**config.mk**
```make
export PLATFORM = sky130hd
export DESIGN_NAME = mips_multicycle_ctrl
export DESIGN_NICKNAME = d
export VERILOG_FILES = /design/src/rtl/mips_ctrl_pkg.sv /design/src/rtl/mips_ctrl_decode.sv /design/src/rtl/mips_multicycle_ctrl.sv
export SDC_FILE = /design/constraint.sdc
export NUM_CORES = 1
export LEC_CHECK = 0
export CORE_ASPECT_RATIO = 1.4
export CORE_MARGIN = 5
export CORE_UTILIZATION = 48
export DETAILED_ROUTE_END_ITERATION = 6
export GPL_TIMING_DRIVEN = 0
export PLACE_DENSITY = 0.8
export RECOVER_POWER = 25
export SLEW_MARGIN = 20
export SYNTH_ARGS = -nofsm -noshare
export SYNTH_HDL_FRONTEND = slang
export SYNTH_SLANG_ARGS = --single-unit
```
**constraint.sdc**
```tcl
create_clock -name clk -period 2.82 [get_ports clk]
set_input_delay 0.705 -clock clk [delete_from_list [all_inputs] [get_ports clk]]
set_output_delay 0.705 -clock clk [all_outputs]
set_load 0.01 [all_outputs]
```
**src/rtl/mips_ctrl_pkg.sv**
```systemverilog
// rtl/mips_ctrl_pkg.sv - shared encodings for the multi-cycle MIPS sequencer
package mips_ctrl_pkg;

  typedef enum logic [3:0] {
    S_IDLE     = 4'd0,
    S_FETCH    = 4'd1,
    S_DECODE   = 4'd2,
    S_MEM_ADDR = 4'd3,
    S_MEM_RD   = 4'd4,
    S_MEM_WB   = 4'd5,
    S_MEM_WR   = 4'd6,
    S_EXEC_R   = 4'd7,
    S_R_WB     = 4'd8,
    S_BRANCH   = 4'd9,
    S_JUMP     = 4'd10,
    S_JAL      = 4'd11,
    S_JR       = 4'd12,
    S_ADDI_EX  = 4'd13,
    S_ADDI_WB  = 4'd14,
    S_TRAP     = 4'd15
  } state_t;

  localparam logic [5:0] OP_RTYPE = 6'b000000;
  localparam logic [5:0] OP_LW    = 6'b100011;
  localparam logic [5:0] OP_SW    = 6'b101011;
  localparam logic [5:0] OP_BEQ   = 6'b000100;
  localparam logic [5:0] OP_J     = 6'b000010;
  localparam logic [5:0] OP_JAL   = 6'b000011;
  localparam logic [5:0] OP_ADDI  = 6'b001000;
  localparam logic [5:0] FUNCT_JR = 6'b001000;

  localparam logic [1:0] ALU_ADD   = 2'b00;
  localparam logic [1:0] ALU_SUB   = 2'b01;
  localparam logic [1:0] ALU_FUNCT = 2'b10;

  localparam logic [1:0] SRCB_REG    = 2'b00;
  localparam logic [1:0] SRCB_FOUR   = 2'b01;
  localparam logic [1:0] SRCB_IMM    = 2'b10;
  localparam logic [1:0] SRCB_IMM_SH = 2'b11;

  localparam logic [1:0] PCSRC_ALU    = 2'b00;
  localparam logic [1:0] PCSRC_ALUOUT = 2'b01;
  localparam logic [1:0] PCSRC_JUMP   = 2'b10;
  localparam logic [1:0] PCSRC_REGA   = 2'b11;

  localparam logic [1:0] DST_RT = 2'b00;
  localparam logic [1:0] DST_RD = 2'b01;
  localparam logic [1:0] DST_RA = 2'b10;

  localparam logic [1:0] M2R_ALUOUT = 2'b00;
  localparam logic [1:0] M2R_MDR    = 2'b01;
  localparam logic [1:0] M2R_PC     = 2'b10;

  typedef struct packed {
    logic       mem_req;
    logic       pc_write;
    logic       pc_write_cond;
    logic       iord;
    logic       mem_read;
    logic       mem_write;
    logic       ir_write;
    logic [1:0] reg_dst;
    logic [1:0] mem_to_reg;
    logic       reg_write;
    logic       alu_src_a;
    logic [1:0] alu_src_b;
    logic [1:0] alu_op;
    logic [1:0] pc_source;
    logic       trap;
  } ctrl_t;

  // States that complete an instruction unconditionally on their single cycle.
  function automatic logic retires_now(input state_t s);
    case (s)
      S_MEM_WB, S_R_WB, S_BRANCH, S_JUMP, S_JAL, S_JR, S_ADDI_WB: retires_now = 1'b1;
      default: retires_now = 1'b0;
    endcase
  endfunction

endpackage

```
**src/rtl/mips_ctrl_decode.sv**
```systemverilog
// rtl/mips_ctrl_decode.sv - state to datapath control vector table
module mips_ctrl_decode
  import mips_ctrl_pkg::*;
(
  input  state_t state,
  input  logic   mem_ready,
  output ctrl_t  ctrl
);

  always_comb begin
    ctrl = '0;
    case (state)
      S_FETCH: begin
        ctrl.mem_req   = 1'b1;
        ctrl.mem_read  = 1'b1;
        ctrl.alu_src_b = SRCB_FOUR;
        ctrl.alu_op    = ALU_ADD;
        ctrl.pc_source = PCSRC_ALU;
        // IR and PC load only on the cycle the fetch actually completes
        ctrl.ir_write  = mem_ready;
        ctrl.pc_write  = mem_ready;
      end
      S_DECODE: begin
        ctrl.alu_src_b = SRCB_IMM_SH;
        ctrl.alu_op    = ALU_ADD;
      end
      S_MEM_ADDR, S_ADDI_EX: begin
        ctrl.alu_src_a = 1'b1;
        ctrl.alu_src_b = SRCB_IMM;
        ctrl.alu_op    = ALU_ADD;
      end
      S_MEM_RD: begin
        ctrl.mem_req  = 1'b1;
        ctrl.mem_read = 1'b1;
        ctrl.iord     = 1'b1;
      end
      S_MEM_WB: begin
        ctrl.reg_write  = 1'b1;
        ctrl.reg_dst    = DST_RT;
        ctrl.mem_to_reg = M2R_MDR;
      end
      S_MEM_WR: begin
        ctrl.mem_req   = 1'b1;
        ctrl.mem_write = 1'b1;
        ctrl.iord      = 1'b1;
      end
      S_EXEC_R: begin
        ctrl.alu_src_a = 1'b1;
        ctrl.alu_src_b = SRCB_REG;
        ctrl.alu_op    = ALU_FUNCT;
      end
      S_R_WB: begin
        ctrl.reg_write  = 1'b1;
        ctrl.reg_dst    = DST_RD;
        ctrl.mem_to_reg = M2R_ALUOUT;
      end
      S_BRANCH: begin
        ctrl.alu_src_a     = 1'b1;
        ctrl.alu_src_b     = SRCB_REG;
        ctrl.alu_op        = ALU_SUB;
        ctrl.pc_write_cond = 1'b1;
        ctrl.pc_source     = PCSRC_ALUOUT;
      end
      S_JUMP: begin
        ctrl.pc_write  = 1'b1;
        ctrl.pc_source = PCSRC_JUMP;
      end
      S_JAL: begin
        // PC already holds PC+4, which is the link value written to $31
        ctrl.pc_write   = 1'b1;
        ctrl.pc_source  = PCSRC_JUMP;
        ctrl.reg_write  = 1'b1;
        ctrl.reg_dst    = DST_RA;
        ctrl.mem_to_reg = M2R_PC;
      end
      S_JR: begin
        ctrl.pc_write  = 1'b1;
        ctrl.pc_source = PCSRC_REGA;
      end
      S_ADDI_WB: begin
        ctrl.reg_write  = 1'b1;
        ctrl.reg_dst    = DST_RT;
        ctrl.mem_to_reg = M2R_ALUOUT;
      end
      S_TRAP: ctrl.trap = 1'b1;
      default: ;
    endcase
  end

endmodule

```
**src/rtl/mips_multicycle_ctrl.sv**
```systemverilog
// rtl/mips_multicycle_ctrl.sv - multi-cycle MIPS control FSM with memory timeout and retire counter
module mips_multicycle_ctrl
  import mips_ctrl_pkg::*;
#(
  parameter int TIMEOUT = 16,
  parameter int CNT_W   = 32
) (
  input  logic             clk,
  input  logic             rst,
  input  logic             run,
  input  logic [5:0]       opcode,
  input  logic [5:0]       funct,
  input  logic             mem_ready,
  output logic             mem_req,
  output logic             pc_write,
  output logic             pc_write_cond,
  output logic             iord,
  output logic             mem_read,
  output logic             mem_write,
  output logic             ir_write,
  output logic [1:0]       reg_dst,
  output logic [1:0]       mem_to_reg,
  output logic             reg_write,
  output logic             alu_src_a,
  output logic [1:0]       alu_src_b,
  output logic [1:0]       alu_op,
  output logic [1:0]       pc_source,
  output logic [3:0]       state,
  output logic             trap,
  output logic [CNT_W-1:0] retired
);

  localparam int TW = $clog2(TIMEOUT + 1);
  localparam logic [TW-1:0] TLAST = TW'(TIMEOUT - 1);

  state_t        cur;
  logic [TW-1:0] tcnt;
  ctrl_t         ctrl;

  always_ff @(posedge clk or negedge rst) begin
    if (!rst) begin
      cur     <= S_IDLE;
      tcnt    <= '0;
      retired <= '0;
    end else begin
      case (cur)
        S_IDLE: if (run) cur <= S_FETCH;
        S_FETCH, S_MEM_RD, S_MEM_WR: begin
          // Counter is zeroed on every advance, so each wait state starts from 0
          if (mem_ready) begin
            tcnt <= '0;
            case (cur)
              S_FETCH:  cur <= S_DECODE;
              S_MEM_RD: cur <= S_MEM_WB;
              default: begin
                cur     <= S_FETCH;
                retired <= retired + 1'b1;
              end
            endcase
          end else if (tcnt == TLAST) begin
            cur <= S_TRAP;
          end else begin
            tcnt <= tcnt + 1'b1;
          end
        end
        S_DECODE: begin
          case (opcode)
            OP_RTYPE:     cur <= (funct == FUNCT_JR) ? S_JR : S_EXEC_R;
            OP_LW, OP_SW: cur <= S_MEM_ADDR;
            OP_BEQ:       cur <= S_BRANCH;
            OP_J:         cur <= S_JUMP;
            OP_JAL:       cur <= S_JAL;
            OP_ADDI:      cur <= S_ADDI_EX;
            default:      cur <= S_TRAP;
          endcase
        end
        S_MEM_ADDR: cur <= (opcode == OP_SW) ? S_MEM_WR : S_MEM_RD;
        S_EXEC_R:   cur <= S_R_WB;
        S_ADDI_EX:  cur <= S_ADDI_WB;
        S_TRAP:     cur <= S_TRAP;
        default: begin
          if (retires_now(cur)) begin
            cur     <= S_FETCH;
            retired <= retired + 1'b1;
          end
        end
      endcase
    end
  end

  mips_ctrl_decode u_decode (
    .state     (cur),
    .mem_ready (mem_ready),
    .ctrl      (ctrl)
  );

  assign state         = cur;
  assign mem_req       = ctrl.mem_req;
  assign pc_write      = ctrl.pc_write;
  assign pc_write_cond = ctrl.pc_write_cond;
  assign iord          = ctrl.iord;
  assign mem_read      = ctrl.mem_read;
  assign mem_write     = ctrl.mem_write;
  assign ir_write      = ctrl.ir_write;
  assign reg_dst       = ctrl.reg_dst;
  assign mem_to_reg    = ctrl.mem_to_reg;
  assign reg_write     = ctrl.reg_write;
  assign alu_src_a     = ctrl.alu_src_a;
  assign alu_src_b     = ctrl.alu_src_b;
  assign alu_op        = ctrl.alu_op;
  assign pc_source     = ctrl.pc_source;
  assign trap          = ctrl.trap;

endmodule

```
==> run summary, run 1 <==
status - complete, no violations
drt total wl - 7.15 mm
Hold Fails Final Rpt - 0
Layout area overhead - 37.4%
R2R setup slack - 0.42 ns
maximum vdd ir drop - 0.724 mV
reg2reg end - state[1]$_DFFE_PN0P_
Sw Pwr - 0.00113 W
Post-synth EDFFs - 0
Area after DPL - 3370 um^2
Num CTS Buffers - 5
Site Rows - 31
power share of the clock group - 17.7%
pre-CTS setup slack - -0.500 ns
clk_lat worst skew - 0.30 ns
#FFs+latches synth - 41
crit-path max FO - 10
GRT Residual Overflow - 0
Slew Viols, Final - 0
synth unique cells - 57
critical path required time - 2.12 ns
Net Sw Frac - 40.2%
CTS clk-pin slew, worst paths - 0.08 ns
layout cells sized above 1 - 9.67%
largest net degree at the start of global routing - 27
IO buf count - 71
initial antenna violation count - 0
Logic pwr share - 53.0%
H-tree levels - 2
static leakage - 1.47 nW
CP endpoint kind - output pin
CTS tree - built
first-pass GRT wire length - 11.7 mm
vias in the first global route - 2465
DIE AREA - 6930 um^2
Hold WC Path Type - register to register
number of I/O pins - 72
register area share after synthesis - 40.0%
Hold EP - retired[31]$_DFFE_PN0P_
total vias in the final route - 2532
Antenna Cells - 0
HPWL Detailed - 5.26 mm
net count after synthesis - 299
fin nets - 380
worst reg-to-reg path cell count - 8
RSZ-0062 raised after global routing - false
die width - 71.8 um
Worst setup SP type - register
final period utilization - 96.8%
syn avg cell area - 9.17 um^2
clk_skew - 0.00496 ns
Longest Clk Path Bufs - 2
DRT Pass-1 Iters - 4
Final Critical Period - 2.73 ns
max_slew headroom - 7.96%
fraction of registers with async set/reset - 100%
GRT Overall Usage - 21.0%
worst-margin pin slew - 1.38 ns
DR DRC count - 0
drt wl/cell - 16.7 um
hold path startpoint - retired[31]$_DFFE_PN0P_
via/cell ratio - 5.92
Post-Synthesis Cells - 280
Sink Count - 41
final setup fails - 0
Min-Delay Path Depth - 1
cell area after layout - 3530 um^2
part of the power in registers - 29.3%
clock root buffer - clkbuf_8
core box area - 5200 um^2
critical path arrival - 2.03 ns
pwr dens - 795 nW/um^2
Detailed Route Iter0 Violations - 253
critical path class - register to output pin
Die Ht - 96.5 um
internal power - 0.00168 W
Syn Std Cell Area - 2570 um^2
Peak Freq - 366 MHz
Initial Utilization - 49.4%
post-route setup slack - 0.0893 ns
most used flip-flop cell after synthesis - dfrtp_1
ANT nets after route - 0
Max Cap Violations - 0
worst flop-to-flop path startpoint - tcnt[0]$_DFFE_PN0P_
Ys Warns - 0
Fillers - 442
RePlAce Congestion - 0.916
## worst max-delay path by stage
stage | startpoint | end | slack, ns
floorplan | mem_ready | pc_write | 0.60
global placement | mem_ready | pc_write | -0.52
detailed placement | mem_ready | pc_write | -0.50
CTS | state[2]$_DFFE_PN0P_ | pc_write | 0.0001
global route | state[1]$_DFFE_PN0P_ | alu_src_a | 0.01
finish | state[1]$_DFFE_PN0P_ | alu_src_a | 0.09
## metrics by stage
| stage | instances | hold WS, ns | util (%) | total power (W) | TNS, ns |
|---|---|---|---|---|---|
| 5_1_grt | 428 | 0.512 | 67.8 | 0.00297 | 0 |
| 3_3_place_gp | 417 | 0.460 | 64.6 | 0.00222 | -0.942 |
| 3_5_place_dp | 418 | 0.471 | 64.9 | 0.00225 | -0.915 |
| 4_1_cts | 428 | 0.336 | 67.7 | 0.00279 | 0 |
| 2_1_floorplan | 280 | 0.409 | - | 0.00164 | 0 |
| 6_report | 428 | 0.471 | 67.8 | 0.00280 | 0 |
## per-layer routing
metal | vias up | GRT usage, % | wire length (um)
met5 | - | 0 | 0
met4 | 0 | 7.68 | 175
met3 | 17 | 3.31 | 427
met2 | 104 | 38.0 | 3750
met1 | 1226 | 25.1 | 2800
li1 | 1185 | - | -
## power groups by stage
stage               sequential (W)  clock, W  combinational [W]
floorplan                 0.000834         0           0.000808
global placement          0.000828         0            0.00139
detailed placement        0.000835         0            0.00141
CTS                       0.000818  0.000495            0.00148
global route              0.000838  0.000524            0.00161
finish                    0.000822  0.000497            0.00148
## state kept, by name, summed over array words and instances (netlist names)
| signal | cells |
|---|---|
| state | 4 |
| tcnt | 5 |
| retired | 32 |
## synth_stat cells, types with 8 or more instances
cell type,n,area [um^2]
a21oi_1,11,55.1
dfrtp_1,41,1030
o21ai_0,8,40.0
nor3_1,12,60.1
nand2_1,13,48.8
inv_1,9,33.8
xnor2_1,25,219
nor2_1,22,82.6
nand4_1,17,106
xor2_1,9,78.8
nand2b_1,10,62.6
and3_1,8,50.1
nand3_1,16,80.1
## area by class of cell
type / instances / area (um^2) / area share (%)
plain buffers: 14 / 77.6 / 2.20
clock buffers: 7 / 86.3 / 2.45
clock inverters: 1 / 30.0 / 0.852
inverters: 9 / 33.8 / 0.958
multi-input cells: 216 / 1450 / 41.2
flip-flops and latches: 41 / 1030 / 29.1
well taps: 66 / 82.6 / 2.34
repair buffers: 74 / 734 / 20.8
## worst max-delay path: stages (launching register included)
cell and delay (ns):
dfrtp_1 0.43, buf_2 0.23, clkbuf_4 0.23, xor2_1 0.17
and2_1 0.14, clkdlybuf4s50_1 0.53
## placed cells by master, fill, tap and decap left out, types with 2 or more instances in the layout
master           synthesis  final
a21oi_1                 11     11
a22o_1                   2      2
and2_1                   5      5
and3_1                   8      8
and4_1                   2      2
buf_2                    5      4
buf_4                    1      5
clkbuf_1                 7      7
clkbuf_4                 0      3
clkbuf_8                 0      6
clkdlybuf4s50_1          0     62
dfrtp_1                 41     40
dlymetal6s2s_1           0      6
ha_1                     3      3
inv_1                    9      9
nand2_1                 13     13
nand2b_1                10      9
nand3_1                 16     16
nand4_1                 17     17
nand4b_1                 4      4
nor2_1                  22     22
nor2b_1                  3      3
nor3_1                  12     12
nor3b_1                  2      2
nor4_1                   4      4
nor4_2                   2      2
o21ai_0                  8      7
o221ai_1                 2      2
or2_2                    3      3
or3_1                    2      2
or4_1                    3      3
or4_4                    2      2
xnor2_1                 25     24
xor2_1                   9      9
## timing repair
item	in CTS	in global routing
setup buffers	2	0
setup endpoints to repair	9	6
hold buffers	0	0
endpoints found under the hold margin	0	0
gates resized for setup	16	9
## cell families after synthesis
kind of cell / count (synthesis) / synth area share, %
flops: 41 / 40.0
xor+xnor: 34 / 11.6
compound gates: 39 / 10.7
simple gates: 139 / 32.1
mux: 1 / 0.439
fa+ha+maj: 3 / 1.46
buf+inv: 23 / 3.75
No activity file was read; power rests on OpenSTA's default activity.
==> run 2: changes to the inputs <==
Settings changed: CORE_UTILIZATION 48 to 44, PLACE_DENSITY 0.8 to 0.77.
Clock period 2.82 ns to 2.5 ns, I/O delays scaled along.
==> run 2 against run 1 <==
Against the previous run:
- cell area up 0.89%
- count of clock-buffer cells in the layout down 2
- clock skew up 0.0046 ns
- routed wire length down 1.5%
- critical path type unchanged
- sequential power up 12%
- non-clock buffer count unchanged
- critical path depth down 1
- via count up 0.71%
- first-iteration DRC count down 11%
==> run summary, run 2 (synthesized netlist as in run 1, its figures left out) <==
DRT Pass-1 Iters - 4
Fillers - 520
Num CTS Buffers - 5
cell area after layout - 3560 um^2
layout cells sized above 1 - 12.4%
crit-path cells - buf_4 -> nand4bb_2 -> inv_1 -> clkdlybuf4s50_1
vias in the first global route - 2651
first-pass GRT wire length - 11.7 mm
core box area - 5780 um^2
largest net degree at the start of global routing - 25
IO buf count - 71
max reg flops - 32
Worst setup SP type - register
maximum vdd ir drop - 0.758 mV
R2R setup slack - 0.27 ns
drt total wl - 7.04 mm
Slew Viols, Final - 0
critical path required time - 1.88 ns
Site Rows - 33
critical path class - register to output pin
CTS clk-pin slew, worst paths - 0.08 ns
max incr delay on CP - 0.54 ns
Hold Fails Final Rpt - 0
clk_lat worst skew - 0.30 ns
most common cell after layout, fill and taps aside - clkdlybuf4s50_1
Max Cap Violations - 0
Crit-path slowest cell - clkdlybuf4s50_1
internal power - 0.00178 W
CP endpoint kind - output pin
GRT Overall Usage - 19.5%
HPWL Detailed - 5.22 mm
Antenna Cells - 0
initial antenna violation count - 0
DR DRC count - 0
Initial Utilization - 44.4%
drt wl/cell - 16.3 um
total vias in the final route - 2550
static leakage - 1.51 nW
Detailed Route Iter0 Violations - 226
H-tree levels - 2
status - complete, no violations
power share of the clock group - 14.2%
Net Sw Frac - 42.0%
multi-input combinational cell area - 1490 um^2
most frequent cells in the layout - 55 x clkdlybuf4s50_1, 40 x dfrtp_1, 24 x xnor2_1
Die Ht - 100 um
crit-path max FO - 6
Peak Freq - 410 MHz
final setup fails - 0
flip-flop and latch area - 1030 um^2
ANT nets after route - 0
DIE AREA - 7480 um^2
Layout area overhead - 38.6%
Logic pwr share - 55.6%
Most flops, register - retired
max_slew headroom - 24.6%
Sink Count - 41
worst-margin pin slew - 1.13 ns
critical path arrival - 1.81 ns
clock root buffer - clkbuf_8
via/cell ratio - 5.90
Longest Clk Path Bufs - 2
RSZ-0062 raised after global routing - true
Area after DPL - 3390 um^2
Critical path buffers and inverters - 3
fin nets - 380
RePlAce Congestion - 0.897
Sw Pwr - 0.00128 W
number of I/O pins - 72
clk_skew - 0.00956 ns
Hold WC Path Type - register to register
final period utilization - 97.5%
hold slack - 0.466 ns
Final Critical Period - 2.44 ns
GRT Residual Overflow - 0
CTS tree - built
cell family with most CP delay - buffers and inverters
part of the power in registers - 30.2%
die width - 74.5 um
pwr dens - 860 nW/um^2
## run 2: worst reg2reg max path, delay by kind of cell (launching register included)
family          cells  cell delay [ns]
compound gates      3             0.64
fa+ha+maj           2             0.40
buf+inv             1             0.20
flops               1             0.44
simple gates        2             0.42
## run 2: worst paths after layout
kind	startpoint	to	cells past startpoint
max	state[3]$_DFFE_PN0P_	mem_to_reg[0]	4
min	retired[31]$_DFFE_PN0P_	retired[31]$_DFFE_PN0P_	1
max reg2reg	tcnt[0]$_DFFE_PN0P_	state[1]$_DFFE_PN0P_	8
min reg2reg	retired[31]$_DFFE_PN0P_	retired[31]$_DFFE_PN0P_	1
max in group asynchronous	rst	state[3]$_DFFE_PN0P_	2
min in group asynchronous	rst	retired[26]$_DFFE_PN0P_	1
## run 2: metal layers
| layer | up-vias | GRT usage (%) | routed length (um) |
|---|---|---|---|
| li1 | 1193 | - | - |
| met4 | 0 | 10.1 | 161 |
| met3 | 17 | 3.61 | 445 |
| met5 | - | 0 | 0 |
| met2 | 103 | 33.2 | 3690 |
| met1 | 1237 | 22.6 | 2740 |
## run 2: cell type report
cell class	instances	share of cell area [%]
Multi-Input combinational cell	216	41.9
Sequential cell	41	28.9
Timing Repair Buffer	74	20.7
Buffer	14	2.71
Tap cell	70	2.46
Clock buffer	5	1.93
Inverter	9	0.950
Clock inverter	3	0.492
## run 2: what timing repair did
action / CTS / global route
setup endpoints to repair: 16 / 12
resized for setup: 32 / 16
pin swaps: 0 / 0
gates cloned: 0 / 0
hold buffers: 0 / 0
buffers inserted: 2 / 0
## run 2: power by group through the flow
| stage | registers, W | clock network, W | logic [W] |
|---|---|---|---|
| 6_report | 0.000923 | 0.000435 | 0.00170 |
| 5_1_grt | 0.000938 | 0.000475 | 0.00186 |
| 4_1_cts | 0.000920 | 0.000442 | 0.00165 |
| 3_5_place_dp | 0.000940 | 0 | 0.00159 |
| 3_3_place_gp | 0.000933 | 0 | 0.00156 |
| 2_1_floorplan | 0.000941 | 0 | 0.000912 |
## run 2: metrics by stage
stage	utilization (%)	total power, W	worst slack [ns]	setup TNS [ns]	std cells
CTS	60.9	0.00301	-0.0349	-0.0572	432
global route	61.5	0.00327	-0.0537	-0.105	432
finish	61.5	0.00306	0.0613	0	432
floorplan	-	0.00185	0.407	0	280
detailed placement	58.6	0.00253	-0.698	-3.94	422
global placement	58.2	0.00250	-0.661	-11.00	421
